**src/rtl/serial_word_accumulator.sv**
```systemverilog
// Purpose: bit-serial multi-operand adder (mod 2^WIDTH) using one 1-bit full-adder cell and a registered carry.
// Latency: an operand accepted at edge t occupies WIDTH ADD cycles; in_ready (non-last) or out_valid (last) is high after edge t+WIDTH.
// Backpressure: in_ready is low through ADD and DONE; DONE holds out_sum/out_carry stable until out_ready.
// Ports: clk/rst (async, active-high); in_valid/in_ready/in_data/in_last operand stream;
//        out_valid/out_ready/out_sum/out_carry result; out_nops only when SERIAL_ACC_OPCOUNT_EN is defined.
// Optional macro SERIAL_ACC_OPCOUNT_EN adds a saturating per-sum operand counter on out_nops.
module serial_word_accumulator #(
  parameter int WIDTH = 32,
  parameter int CNT_W = 6
) (
  input  logic             clk,
  input  logic             rst,
  input  logic             in_valid,
  output logic             in_ready,
  input  logic [WIDTH-1:0] in_data,
  input  logic             in_last,
  output logic             out_valid,
  input  logic             out_ready,
  output logic [WIDTH-1:0] out_sum,
  output logic             out_carry
`ifdef SERIAL_ACC_OPCOUNT_EN
  ,
  output logic [7:0]       out_nops
`endif
);

  typedef enum logic [1:0] {
    IDLE = 2'd0,
    ADD  = 2'd1,
    DONE = 2'd2
  } state_t;

  localparam logic [CNT_W-1:0] LAST_BIT = CNT_W'(WIDTH - 1);

  state_t           state_q, state_d;
  logic [WIDTH-1:0] op_sr_q, op_sr_d;
  logic [WIDTH-1:0] acc_q, acc_d;
  logic             carry_q, carry_d;
  logic             sticky_q, sticky_d;
  logic [CNT_W-1:0] bit_cnt_q, bit_cnt_d;
  logic             last_q, last_d;
`ifdef SERIAL_ACC_OPCOUNT_EN
  logic [7:0]       nops_q, nops_d;
`endif

  // The single full-adder cell: operand LSB, accumulator LSB, registered carry.
  logic fa_a, fa_b, fa_c, fa_s, fa_co;
  assign fa_a  = op_sr_q[0];
  assign fa_b  = acc_q[0];
  assign fa_c  = carry_q;
  assign fa_s  = fa_a ^ fa_b ^ fa_c;
  assign fa_co = (fa_a & fa_b) | (fa_b & fa_c) | (fa_a & fa_c);

  always_comb begin
    state_d   = state_q;
    op_sr_d   = op_sr_q;
    acc_d     = acc_q;
    carry_d   = carry_q;
    sticky_d  = sticky_q;
    bit_cnt_d = bit_cnt_q;
    last_d    = last_q;
`ifdef SERIAL_ACC_OPCOUNT_EN
    nops_d    = nops_q;
`endif
    in_ready  = 1'b0;
    out_valid = 1'b0;

    case (state_q)
      IDLE: begin
        in_ready = 1'b1;
        if (in_valid) begin
          op_sr_d   = in_data;
          last_d    = in_last;
          carry_d   = 1'b0;
          bit_cnt_d = '0;
          state_d   = ADD;
`ifdef SERIAL_ACC_OPCOUNT_EN
          if (nops_q != 8'hFF) nops_d = nops_q + 8'd1;
`endif
        end
      end

      ADD: begin
        // Both registers rotate through the adder LSB-first; after WIDTH
        // shifts the sum bits have walked all the way down into place.
        carry_d   = fa_co;
        op_sr_d   = {1'b0, op_sr_q[WIDTH-1:1]};
        acc_d     = {fa_s, acc_q[WIDTH-1:1]};
        bit_cnt_d = bit_cnt_q + CNT_W'(1);
        if (bit_cnt_q == LAST_BIT) begin
          // Carry out of the MSB for this operand feeds the sticky flag.
          sticky_d = sticky_q | fa_co;
          state_d  = last_q ? DONE : IDLE;
        end
      end

      DONE: begin
        out_valid = 1'b1;
        if (out_ready) begin
          // Clearing here lets the next sum start from zero with no extra gap.
          acc_d    = '0;
          sticky_d = 1'b0;
`ifdef SERIAL_ACC_OPCOUNT_EN
          nops_d   = 8'd0;
`endif
          state_d  = IDLE;
        end
      end

      default: state_d = IDLE;
    endcase
  end

  always_ff @(posedge clk or posedge rst) begin
    if (rst) begin
      state_q   <= IDLE;
      op_sr_q   <= '0;
      acc_q     <= '0;
      carry_q   <= 1'b0;
      sticky_q  <= 1'b0;
      bit_cnt_q <= '0;
      last_q    <= 1'b0;
`ifdef SERIAL_ACC_OPCOUNT_EN
      nops_q    <= 8'd0;
`endif
    end else begin
      state_q   <= state_d;
      op_sr_q   <= op_sr_d;
      acc_q     <= acc_d;
      carry_q   <= carry_d;
      sticky_q  <= sticky_d;
      bit_cnt_q <= bit_cnt_d;
      last_q    <= last_d;
`ifdef SERIAL_ACC_OPCOUNT_EN
      nops_q    <= nops_d;
`endif
    end
  end

  // out_sum mirrors the accumulator; only meaningful while out_valid is high.
  assign out_sum   = acc_q;
  assign out_carry = sticky_q;
`ifdef SERIAL_ACC_OPCOUNT_EN
  assign out_nops  = nops_q;
`endif

endmodule
```
**config.mk**
```make
export PLATFORM = sky130hd
export DESIGN_NAME = serial_word_accumulator
export DESIGN_NICKNAME = d
export VERILOG_FILES = /design/src/rtl/serial_word_accumulator.sv
export SDC_FILE = /design/constraint.sdc
export NUM_CORES = 1
export LEC_CHECK = 0
export ABC_CLOCK_PERIOD_IN_PS = 2310
export CORE_UTILIZATION = 46
export CTS_CLUSTER_DIAMETER = 50
export DETAILED_ROUTE_END_ITERATION = 8
export GPL_TIMING_DRIVEN = 0
export PLACE_DENSITY = 0.78
export SYNTH_ARGS = -nofsm -noshare
export SYNTH_HDL_FRONTEND = slang
export SYNTH_SLANG_ARGS = --single-unit
```
**constraint.sdc**
```tcl
create_clock -name clk -period 2.31 [get_ports clk]
set_input_delay 0.3465 -clock clk [delete_from_list [all_inputs] [get_ports clk]]
set_output_delay 0.3465 -clock clk [all_outputs]
set_load 0.01 [all_outputs]
```
Word-level counts from Yosys, hierarchy flattened
Index checks and enable logic that the tools add are counted.
{ "totals": {"ff_bits": 75, "input_bits": 37, "word_cells": 48, "output_inout_bits": 35} }
{ "op_classes": {"n_bitwise": 8, "n_reduce_logical": 8, "add_sub_neg": 1, "eq_ne": 6, "muxes": 18} }
{ "ops": {"columns": ["cell", "count"], "rows": [
  ["32-bit one-hot mux with 2 select lines", 2],
  ["32-bit 2-to-1 mux", 2],
  ["6-bit one-hot mux with 2 select lines", 1],
  ["2-bit 2-to-1 mux", 4],
  ["6-bit by 1-bit adder with 6-bit output (second input constant)", 1],
  ["6-bit by 5-bit == test with 1-bit output (second input constant)", 1],
  ["6-bit 2-to-1 mux", 1],
  ["2-bit inequality test (second input constant)", 3],
  ["2-bit one-hot mux with 3 select lines", 1],
  ["2-bit AND reduction", 3],
  ["3-bit AND reduction", 2],
  ["1-bit 2-to-1 mux", 5],
  ["1-bit one-hot mux with 2 select lines", 2],
  ["2-bit nonzero test", 2],
  ["1-bit bitwise AND", 3],
  ["1-bit bitwise OR", 3],
  ["2-bit by 1-bit == test with 1-bit output (second input constant)", 1],
  ["2-bit == test (second input constant)", 1],
  ["2-bit logical NOT", 1],
  ["1-bit XOR", 2]
]} }

Logic depth before layout (Yosys ltp)
Gate-level depths: netlist of the first run.
{ "depth": {"depth_word": 6, "ltp_mapped": 6, "mapped_depth_nobuf": 4} }

Worst setup path before layout of the first run
No wires, ideal clock.
{ "synth_timing": {"path_kind": "register -> register", "startpoint": "register state_q[0]", "endpoint": "register last_q", "period_less_slack_ns": 1.284, "arrival_ns": 1.159, "t_required_ns": 2.185, "path_slack_ns": 1.026, "stages_incl_launch_ff": 4, "setup_ns": 0.125, "n_path_buf": 1, "path_cell_list": "dfrtp_1 -> or3b_1 -> buf_2 -> mux2_4"} }
{ "synth_via": {"elab_chain_len": 2} }
{ "synth_rtl": {"columns": ["item", "line", "rtl"], "rows": [
  ["start: declaration", "35", "state_t state_q, state_d;"],
  ["start signal: assignment", "127", "state_q <= state_d;"],
  ["2-bit logical NOT", "68", "case (state_q)"],
  ["2-bit AND reduction (no line)", null, null],
  ["end signal: assignment", "133", "last_q <= last_d;"],
  ["end: declaration", "41", "logic last_q, last_d;"]
]} }
No other way between the ends.
A chain may end at the register's enable or synchronous reset.

Worst setup path after layout of the first run
{ "layout_timing": {"startpoint": "register state_q[0]", "endpoint": "output port in_ready"} }
{ "layout_via": {"elab_chain_len": 2} }
{ "layout_rtl": {"columns": ["item", "line", "rtl"], "rows": [
  ["2-bit logical NOT", "68", null],
  ["1-bit 2-to-1 mux", "68", null],
  ["end: declaration", "14", "output logic in_ready,"]
]} }
No other way between the ends.

==> results of run 1 <==
## cells in the final DEF, fill, tap and decap left out, drive strengths merged, types with 2 or more instances in the layout
master and count:
clkbuf 13, clkinv 2, nor2b 22, clkdlybuf4s50 71
nand2 18, a21oi 27, nor2 3, o21ai 34
mux2 2, a22oi 26, and2b 2, buf 22
dfrtp 75, clkinvlp 2, inv 4, a22o 33
and3b 6, nand3 7
## per-stage QoR
| step | hold slack, ns | utilization |
|---|---|---|
| after floorplan | 0.450 | - |
| after global placement | 0.463 | 0.605 |
| after detailed placement | 0.471 | 0.605 |
| after CTS | 0.489 | 0.634 |
| after global routing | 0.516 | 0.634 |
| final | 0.488 | 0.634 |
## critical path: cells and delay by family (launching register included)
family / cells / cell delay (ns)
buf+inv: 3 / 0.91
flops: 1 / 0.39
simple gates: 1 / 0.15
## area by class of cell
cell class,count,area (sq um),area share
plain buffers,25,173,0.0392
clock buffers,10,138,0.0313
clock inverters,6,63.8,0.0145
inverters,3,13.8,0.00313
multi-input cells,195,1300,0.296
flip-flops and latches,75,1880,0.427
well taps,96,120,0.0273
repair buffers,71,711,0.162
## per-layer routing
| layer | share of wire | vias to the layer above | global-route usage |
|---|---|---|---|
| met5 | 0 | - | 0 |
| met4 | 0.013 | 0 | 0.0760 |
| met3 | 0.041 | 11 | 0.0339 |
| met2 | 0.47 | 74 | 0.329 |
| met1 | 0.48 | 1332 | 0.306 |
| li1 | - | 1262 | - |
## final timing paths
kind                                              start                 endpoint  slack (ns)
worst min-delay path            op_sr_q[23]$_DFFE_PP0P_  op_sr_q[23]$_DFFE_PP0P_        0.49
min in group asynchronous                           rst  out_sum[15]$_DFFE_PP0P_        0.57
worst max-delay path             state_q[0]$_DFFE_PP0P_                 in_ready        0.18
worst max register to register   state_q[1]$_DFFE_PP0P_   op_sr_q[4]$_DFFE_PP0P_        0.79
worst min register to register  op_sr_q[23]$_DFFE_PP0P_  op_sr_q[23]$_DFFE_PP0P_        0.49
max in group asynchronous                           rst   op_sr_q[1]$_DFFE_PP0P_        1.16
## synth_stat cells (all sizes together), types with 2 or more instances
cell / instances
a21oi: 27
a22o: 33
a22oi: 26
and2b: 2
and3b: 6
buf: 22
clkbuf: 4
dfrtp: 75
inv: 3
mux2: 2
nand2: 18
nand3: 7
nor2: 3
nor2b: 22
o21ai: 34
## sequential cells by signal (all words and copies together), names as in the netlist
signal and flops:
out_sum 32, state_q 2, last_q 1, op_sr_q 32, out_carry 1, carry_q 1, bit_cnt_q 6
## kinds of logic (layout without fill, tap and decap cells)
family | count (synthesis) | in the layout | share of synthesized area
compound gates | 128 | 128 | 0.262
flops | 75 | 75 | 0.557
simple gates | 63 | 63 | 0.108
buf+inv | 29 | 115 | 0.0557
fa+ha+maj | 2 | 2 | 0.00966
mux | 2 | 2 | 0.00780
## power groups by stage
stage | clock network [W] | registers, W | logic (W)
4_1_cts | 0.00103 | 0.00213 | 0.00245
5_1_grt | 0.00109 | 0.00220 | 0.00269
3_3_place_gp | 0 | 0.00213 | 0.00236
6_report | 0.00102 | 0.00214 | 0.00242
3_5_place_dp | 0 | 0.00215 | 0.00244
2_1_floorplan | 0 | 0.00213 | 0.00162
==> qor.yml, run 1 <==
status: "finished, final reports clean"
worstPathCellList: "buf_6, clkbuf_1, nor2_1, clkdlybuf4s50_1"
slowest_delay_ns: 0.55
synthArstFlopShare: 1.00
power_switching_w: 0.00205
critPathCaptureType: "primary output"
postCtsHoldBufs: 0
hp-class: "reg2reg"
yosys.area.top_type_share: 0.557
clock_skew_ns: 0.00839
finalCriticalPeriod_ns: 2.13
yosys.area.top_type: "dfrtp_1"
drt_pass1_iterations: 4
rsz0062_at_grt: "false"
ys_warn_count: 0
ys_ff_latch: 75
p_leak_nw: 1.93
clock_path_buffers: 2
post_cts_buffers: 0
synthFlopType: "dfrtp_1"
synthTopCellsByArea: "dfrtp_1 (56%), a22o_1 (8.6%), a22oi_1 (5.3%)"
vias_per_cell: 5.57
final_cell_area_sq_um: 4400
synth-edff-count: 0
pwr_density_cell_nw_per_um2: 1270
wl_per_cell_um: 15.4
hold_depth: 2
drt-initial-drc-count: 129
r2r_cells: 4
fin_tns_setup_ns: 0
gp_congestion: 0.766
dp_hpwl_um: 5120
worstSetupPathType: "reg2out"
slowest_stage: "clkdlybuf4s50_1"
vias: 2679
dp_slack_ns: 0.412
clock-sinks: 75
fmax_ghz: 0.469
core.rowCount: 30
ant_nets: 0
drv_cap: 0
cts_tree: "built"
finalHoldViolCount: 0
synth_cell_types: 39
clk_pin_slew_ns: 0.08
htreeDepth: 3
drt_wl_total_um: 7420
fp.coreArea_sq_um: 6940
nFillCells: 571
cts_root_buf: "clkbuf_8"
fp.dieW_um: 87.6
required_ns: 1.96
ioPinCount: 72
dp.cells: 466
final-max-slew-violation-count: 0
p_int_w: 0.00353
grt_pass1_wl_um: 12600
p_comb_frac: 0.434
antenna_found_initial: 0
port_buffers: 71
stdcell_count: 481
period_share: 0.924
dieArea_sq_um: 7670
synth_cells: 299
cp_max_fo: 10
grt_pass1_vias: 2583
ir_drop_uv: 536
numCtsBuffers: 9
final_nets: 419
grt_util_all_layers: 0.213
fin_ws_ns: 0.176
arrival_ns: 1.79
grt_overflow_total: 0
finalSetupViolCount: 0
initial_core_util: 0.485
syn_avg_cell_area_sq_um: 11.3
drive_gt1_frac: 0.117
start_kind: "flop"
antennaDiodeCount: 0
syn-num-nets: 338
syn-cell-area_sq_um: 3370
power.share.switching: 0.368
route.detailed.drc: 0
tightest_slew_ns: 0.909
max_slew_margin: 0.394
fp.dieH_um: 87.6
postCtsResizedCells: 0
grt_max_degree: 76
p_clk_frac: 0.182
clock_latency_ns: 0.34
place_area_sq_um: 4200
total_power_w: 0.00558
area_growth_pct: 30.6
ys_seq_area_frac: 0.557
pwr-share-seq: 0.384
(Power assumes the default switching activity.)
==> run 2: changes to the inputs <==
- REMOVE_ABC_BUFFERS: default -> 1
==> run 2 against run 1 <==
Against the previous run: routed wire length is 2.0% lower; critical path depth is 2 lower; maximum frequency decreased by 3.4%; flip-flop and latch count unchanged; worst setup slack lost 0.076 ns; clock-buffer cell count is 2 higher; first-iteration DRC count is 3.1% higher; critical endpoint is now out_valid.
==> qor.yml, run 2 (synthesized netlist as in run 1, its figures left out) <==
status: "finished, final reports clean"
fp.dieH_um: 87.6
wl_per_cell_um: 15.8
drt_pass1_iterations: 4
fp.coreArea_sq_um: 6940
numCtsBuffers: 9
final_cell_mix: "dfrtp_1 (73), clkdlybuf4s50_1 (70), a22o_1 (33)"
antennaDiodeCount: 0
grt_util_all_layers: 0.192
cp_top_family: "flip-flops"
dp_hpwl_um: 4210
critPathCaptureType: "primary output"
nFillCells: 576
finalCriticalPeriod_ns: 2.21
pwr_density_cell_nw_per_um2: 1280
cts_tree: "built"
cts_root_buf: "clkbuf_8"
startpoint: "state_q[0]$_DFFE_PP0P_"
slowest_stage: "dfrtp_4"
route.detailed.drc: 0
start_kind: "flop"
ioPinCount: 72
final-max-slew-violation-count: 0
grt_pass1_vias: 2365
clock-sinks: 75
dieArea_sq_um: 7670
core.rowCount: 30
vias: 2576
clock_skew_ns: 0.00989
drt_wl_total_um: 7270
fin_util: 0.626
mostFrequentLayoutCell: "dfrtp_1"
final_cell_area_sq_um: 4350
p_comb_frac: 0.362
tightest_slew_ns: 1.04
worstPathCellList: "nor2b_2, clkdlybuf4s50_1"
required_ns: 1.96
p_clk_frac: 0.228
cp_max_fo: 48
r2r_cells: 3
initial_core_util: 0.485
drt-initial-drc-count: 133
ir_drop_uv: 851
place_area_sq_um: 4050
area_growth_pct: 29.0
period_share: 0.957
pwr-share-seq: 0.411
cp_num_buf_inv: 1
drv_cap: 0
p_int_w: 0.00359
grt_overflow_total: 0
stdcell_count: 459
hp-class: "in2async"
clk_pin_slew_ns: 0.07
antenna_found_initial: 0
slowest_delay_ns: 0.68
fmax_ghz: 0.453
drive_gt1_frac: 0.0826
port_buffers: 71
cp_num_cells: 2
htreeDepth: 3
gp_congestion: 0.706
ant_nets: 0
dp.cells: 441
power_switching_w: 0.00199
grt_pass1_wl_um: 11300
arrival_ns: 1.86
worstSetupPathType: "reg2out"
clock_latency_ns: 0.34
rsz0062_at_grt: "false"
final_nets: 397
p_leak_nw: 1.88
grt_max_degree: 76
vias_per_cell: 5.61
clock_path_buffers: 2
finalHoldViolCount: 0
fp.dieW_um: 87.6
postCtsHoldBufs: 0
finalSetupViolCount: 0
worstReg2RegStart: "state_q[0]$_DFFE_PP0P_"
power.share.switching: 0.357
max_slew_margin: 0.305
==> run 2: cell count changes in the layout (fill, tap and decap cells not counted), moves of 3 or more <==
cell      before  now
clkbuf_1       3    0
buf_2          9    0
buf_6          7    0
buf_4          4    0
==> run 2: area by class of cell <==
cell class                 count  area (sq um)  area share
sequential                    75          1880       0.434
multi-input combinational    196          1310       0.302
timing repair buffer          73           753       0.173
clock buffer                  12           165      0.0380
tap                           96           120      0.0276
clock inverter                 4          95.1      0.0219
inverter                       3          13.8     0.00317
==> run 2: path summary, 6_finish.rpt <==
check	to	slack, ns
worst max register to register	out_sum[20]$_DFFE_PP0P_	0.27
min in group clk	op_sr_q[24]$_DFFE_PP0P_	0.49
worst min-delay path	out_sum[25]$_DFFE_PP0P_	0.43
worst max-delay path	out_valid	0.10
max in group asynchronous	state_q[0]$_DFFE_PP0P_	1.55
worst min register to register	op_sr_q[24]$_DFFE_PP0P_	0.49
==> run 2: power by group through the flow <==
| stage | combinational (W) | clock (W) | sequential (W) |
|---|---|---|---|
| 6_report | 0.00202 | 0.00127 | 0.00229 |
| 5_1_grt | 0.00223 | 0.00134 | 0.00236 |
| 4_1_cts | 0.00195 | 0.00129 | 0.00231 |
| 3_5_place_dp | 0.00194 | 0 | 0.00232 |
| 3_3_place_gp | 0.00187 | 0 | 0.00230 |
| 2_1_floorplan | 0.00119 | 0 | 0.00225 |
==> run 2: layer usage <==
metal	vias up	wire, um	global-route usage
met5	-	0	0
met4	0	133	0.0924
met3	11	213	0.0302
met2	48	3470	0.303
met1	1300	3460	0.260
li1	1217	-	-
==> run 2: worst register-to-register path, delay by kind of cell, from the launching register on <==
kind               cells  cell delay, ns
and+or+nand+nor        1            0.39
DFF                    1            0.68
AOI/OAI and AO/OA      2            0.92
==> run 2: repair_timing <==
action                     in CTS  in global routing
setup buffers                   0                  1
cloned                          0                  1
setup endpoints to repair      60                 36
gates resized for setup         5                  2
==> run 2: per-stage QoR <==
stage,setup WS (ns),TNS (ns),hold slack (ns),total power (W)
4_1_cts,0.0104,0,0.447,0.00555
3_3_place_gp,-1.13,-114.78,0.461,0.00417
3_5_place_dp,-0.848,-33.07,0.473,0.00427
6_report,0.100,0,0.434,0.00558
2_1_floorplan,0.0535,0,0.450,0.00344
5_1_grt,0.00609,0,0.482,0.00593
==> run 3: changes to the inputs <==
- CELL_PAD_IN_SITES_DETAIL_PLACEMENT: default -> 1
- CELL_PAD_IN_SITES_GLOBAL_PLACEMENT: default -> 2
- CORE_UTILIZATION: 46 -> 29
- PLACE_DENSITY: 0.78 -> 0.77
==> run 3 against run 2 <==
Against the previous run: non-clock buffer count unchanged; final cell count increased by 9.6%; worst setup slack improved by 0.056 ns; clock power increased by 13%; clock skew about the same; total power increased by 4.4%; largest cell class unchanged.
==> qor.yml, run 3 (synthesized netlist as in run 1, its figures left out) <==
fp.coreArea_sq_um: 11100
period_share: 0.932
htreeDepth: 3
drt_wl_total_um: 8670
final-max-slew-violation-count: 0
ioPinCount: 72
initial_core_util: 0.304
fp.dieH_um: 110
clk_pin_slew_ns: 0.07
antennaDiodeCount: 0
finalSetupViolCount: 0
status: "finished, final reports clean"
fmax_ghz: 0.464
core.rowCount: 38
p_leak_nw: 1.89
numCtsBuffers: 9
clock_skew_ns: 0.00978
final_nets: 397
grt_overflow_total: 0
fp.dieW_um: 110
rsz0062_at_grt: "false"
max_slew_margin: 0.405
cts_tree: "built"
drt_pass1_iterations: 4
cp_max_fo: 48
p_comb_frac: 0.358
worstSetupPathType: "reg2out"
vias: 2559
mostFrequentLayoutCell: "dfrtp_1"
power_switching_w: 0.00216
finalCriticalPeriod_ns: 2.15
antenna_found_initial: 0
dp_hpwl_um: 5150
port_buffers: 71
grt_util_all_layers: 0.154
drt-initial-drc-count: 92
fin_tns_setup_ns: 0
wl_per_cell_um: 17.2
drive_gt1_frac: 0.0854
ir_drop_uv: 690
p_int_w: 0.00367
hold_slack_ns: 0.382
p_clk_frac: 0.245
drv_cap: 0
required_ns: 1.96
clock_latency_ns: 0.33
clock_path_buffers: 2
ant_nets: 0
total_power_w: 0.00583
final_cell_mix: "dfrtp_1 (73), clkdlybuf4s50_1 (70), a22o_1 (33)"
power.share.switching: 0.371
grt_pass1_wl_um: 14400
gp_congestion: 0.702
route.detailed.drc: 0
dieArea_sq_um: 12000
arrival_ns: 1.81
postCtsHoldBufs: 0
area_growth_pct: 32.5
cts_root_buf: "clkbuf_16"
hp-class: "in2async"
grt_pass1_vias: 2726
tightest_slew_ns: 0.889
clock-sinks: 75
vias_per_cell: 5.09
multi_input_area_sq_um: 1320
grt_max_degree: 49
finalHoldViolCount: 0
pwr-share-seq: 0.397
start_kind: "flop"
nFillCells: 1215
regArea_sq_um: 1880
critPathCaptureType: "primary output"
pwr_density_cell_nw_per_um2: 1310
## run 3: changes by cell type in the layout (fill, tap and decap cells not counted), sizes merged
cell      before  now
clkinvlp       0    2
inv            3    5
bufinv         3    1
clkbuf        12   10
## run 3: metal layers
layer,wire (um),global-route usage
met1,4220,0.208
met2,4170,0.254
met3,174,0.0213
met4,104,0.0486
met5,0,0
## run 3: power groups by stage
stage	clock [W]	sequential [W]	combinational, W
6_report	0.00143	0.00231	0.00209
5_1_grt	0.00152	0.00240	0.00232
4_1_cts	0.00146	0.00235	0.00203
3_5_place_dp	0	0.00235	0.00199
3_3_place_gp	0	0.00233	0.00192
2_1_floorplan	0	0.00225	0.00119
## run 3: layout make-up
| cell class | instances | area share |
|---|---|---|
| Multi-Input combinational cell | 196 | 0.296 |
| Timing Repair Buffer | 73 | 0.172 |
| Inverter | 3 | 0.00308 |
| Sequential cell | 75 | 0.422 |
| Clock buffer | 10 | 0.0513 |
| Tap cell | 140 | 0.0392 |
| Clock inverter | 6 | 0.0165 |
## run 3: final timing paths
check	startpoint	endpoint	slack, ns	cells past startpoint
setup / recovery	state_q[0]$_DFFE_PP0P_	out_valid	0.16	2
setup reg to reg	state_q[0]$_DFFE_PP0P_	out_sum[14]$_DFFE_PP0P_	0.19	3
min in group clk	op_sr_q[24]$_DFFE_PP0P_	op_sr_q[24]$_DFFE_PP0P_	0.48	2
hold reg to reg	op_sr_q[24]$_DFFE_PP0P_	op_sr_q[24]$_DFFE_PP0P_	0.48	2
hold / removal	rst	out_sum[25]$_DFFE_PP0P_	0.38	2
max in group asynchronous	rst	state_q[1]$_DFFE_PP0P_	1.32	3
## run 3: what timing repair did
| action | in CTS | in global routing |
|---|---|---|
| endpoints found under the hold margin | 0 | 0 |
| gates resized for setup | 6 | 2 |
| endpoints found under the setup margin | 57 | 38 |
| cloned | 1 | 0 |
| buffers inserted | 0 | 1 |
## run 3: per-stage QoR
stage                util  instance area, sq um  setup slack [ns]  instances
CTS                 0.400                  4430            0.0257        502
global route        0.403                  4460            0.0580        503
detailed placement  0.371                  4110            -0.687        485
global placement    0.368                  4080             -1.28        484
floorplan               -                  3190            0.0535        273
finish              0.403                  4460             0.156        503
## run 3: worst max-delay path, cell delays in order, from the launching register on
cell	delay [ns]
dfrtp_4	0.69
nor2b_4	0.23
clkdlybuf4s50_1	0.56
==> patch (settings of run 2) <==
Take the reset off `op_sr_q` and load it in a clocked block of its own.
--- a/src/rtl/serial_word_accumulator.sv
+++ b/src/rtl/serial_word_accumulator.sv
@@ -116,3 +116,2 @@
       state_q   <= IDLE;
-      op_sr_q   <= '0;
       acc_q     <= '0;
@@ -127,3 +126,2 @@
       state_q   <= state_d;
-      op_sr_q   <= op_sr_d;
       acc_q     <= acc_d;
@@ -139,2 +137,6 @@
 
+  always_ff @(posedge clk) begin
+    op_sr_q <= op_sr_d;
+  end
+
   // out_sum mirrors the accumulator; only meaningful while out_valid is high.
Formal check against the unedited RTL: no difference found for any inputs over 10 cycles, from zero or initial values and one cycle with rst high; that may be too few to reach the edited logic, so the function may still have changed.
==> patch against run 2 <==
Design area shrank 7.0%. Power is 3.6% lower. Sequential cell count unchanged. Wire length decreased by 24%. Critical path depth stayed put. First-iteration DRC count decreased by 17%. Area after synthesis fell by 9.1%. Final cell count fell by 11%. Sequential power is 8% higher. Setup slack better by 0.23 ns. Clock skew shrank 0.0026 ns. Largest cell class unchanged.
==> patch: results (changes against run 2) <==
The run finished with clean final reports. The setup slack of the most critical reg-to-reg path came out at 0.37 ns (+0.10 ns). The via count of the first global-routing pass is 1973 (-17%).

The detailed placer's ending HPWL was 3.60 mm (-14%). The worst register-to-register path ends at out_sum[29]. The most frequently used flop master after synthesis is sky130_fd_sc_hd__dfrtp_1. The worst slew margin relative to its limit came out at 39.3% (+8.8 points). The worst endpoint data arrival time came out at 1.63 ns (-0.23 ns). The global-route total usage across every layer is 17.6% (-1.6 points). The number of nets at the end of the flow came to 365 (-8.1%). The number of post-CTS setup repair buffers is 0 (unchanged).

The post-cts repair resize count came out at 0 (-5). The remaining antenna violation count was 0 (unchanged). The detail-routed via count per cell came to 5.27 (-6.0%). The total leakage power is 0.00182 µW (-3.0%).

The number of library cell types mapped by synthesis is 32 (-18%). The maximum clock skew at final layout came out at 0.00727 ns (-0.00261 ns). The commonest cells after synthesis are sky130_fd_sc_hd__nand2_1 (103), sky130_fd_sc_hd__dfrtp_1 (43), sky130_fd_sc_hd__a22o_1 (33), sky130_fd_sc_hd__edfxtp_1 (32), sky130_fd_sc_hd__buf_2 (9). The part of the Yosys area used for sequential elements came to 66.6% (+11 points). The share of layout cells above drive strength 1 was 7.25% (-1.0 points).

The worst-case setup slack after placement came to 0.267 ns (+1.11 ns). The worst-path maximum fanout came out at 7 (-85%). The buffer levels on the longest clock path is 2 (unchanged). Sorting the synthesized cells by area gives the leading types as sky130_fd_sc_hd__dfrtp_1 (35%), sky130_fd_sc_hd__edfxtp_1 (31%), sky130_fd_sc_hd__nand2_1 (13%). The worst ir drop on vdd came out at 0.761 mV (-11%).

The proportion of register bits with asynchronous set or reset after synthesis is 57.3% (-43 points). The worst register-to-register path begins at state_q[0]. The kind of path behind the tightest hold check is reg -> reg. The port buffer count was 71 (unchanged).

The final-layout fill cell count was 511 (-11%). The maximum number of pins on one net before global-route repair came to 44 (-42%). The worst-case reg-to-reg path depth came out at 3 (unchanged). The global-route wire length before repair came to 9.57 mm (-16%).

The iteration-0 DRC count of the detailed router came out at 111 (-17%). The number of antenna repair diodes came out at 0 (unchanged). The switching power as a share of total power was 31.0% (-4.7 points). The last weighted congestion value of the routability-driven placer was 0.737 (+4.4%). The cell area reported after detailed placement came out at 3790 µm² (-6.5%). The count of flip-flops with a built-in enable after synthesis is 32 (+32). The routed wire length came to 5.56 mm (-24%).
patch: cell count changes after synthesis, sizes merged, moves of 6 or more:
cell	before	now
and3b	6	0
nand2	18	103
nor2b	22	1
a22oi	26	0
buf	22	15
dfrtp	75	43
edfxtp	0	32
o21ai	34	1
a21oi	27	2
patch: per-layer routing:
metal,track usage (%),share of wire (%),up-vias
li1,-,-,1035
met2,25.4,45,67
met1,24.9,48,1041
met5,0,0,-
met3,4.85,5.3,9
met4,7.86,1.9,0
patch: worst max path at each step:
stage	start	end	slack, ns	cells past startpoint
after detailed placement	in_valid	bit_cnt_q[2]	0.27	4
after floorplan	state_q[0]	out_sum[0]	-1.46	3
after CTS	state_q[1]	bit_cnt_q[5]	0.30	3
after global routing	state_q[0]	out_sum[23]	0.16	3
final	state_q[0]	out_valid	0.33	2
after global placement	state_q[0]	out_sum[3]	-2.87	3
patch: area by class of cell:
cell class | instances | area share, %
Timing Repair Buffer | 73 | 18.5
Sequential cell | 75 | 50.4
Tap cell | 77 | 2.38
Multi-Input combinational cell | 164 | 22.6
Inverter | 3 | 0.279
Clock inverter | 1 | 0.155
Clock buffer | 15 | 5.67
patch: cells by family (layout without fill, tap and decap cells):
group | Yosys count | after routing | synth area share [%]
AO/OA/AOI/OAI | 44 | 44 | 12.5
adder cells (fa/ha/maj) | 2 | 2 | 1.06
multiplexers | 3 | 3 | 1.02
buffers and inverters | 18 | 92 | 3.80
AND/OR/NAND/NOR | 115 | 115 | 15.1
flip-flops | 75 | 75 | 66.6
patch: worst max-delay path, cell delays in order, from the launching register on:
cell	delay [ns]
sky130_fd_sc_hd__dfrtp_1	0.45
sky130_fd_sc_hd__and2b_4	0.31
sky130_fd_sc_hd__clkdlybuf4s50_1	0.54
patch: power groups by stage:
| stage | clock network, µW | logic, µW | registers, µW |
|---|---|---|---|
| global placement | 0 | 1830 | 2470 |
| floorplan | 0 | 918 | 2520 |
| CTS | 1130 | 1810 | 2480 |
| global route | 1200 | 2020 | 2560 |
| finish | 1100 | 1800 | 2480 |
| detailed placement | 0 | 1800 | 2510 |
patch: stage by stage:
step	util, %	std cells	hold WS (ns)
after floorplan	-	242	0.445
after global routing	63.3	408	0.516
after CTS	63.0	407	0.482
final	63.3	408	0.476
after global placement	58.9	390	0.461
after detailed placement	59.3	391	0.471
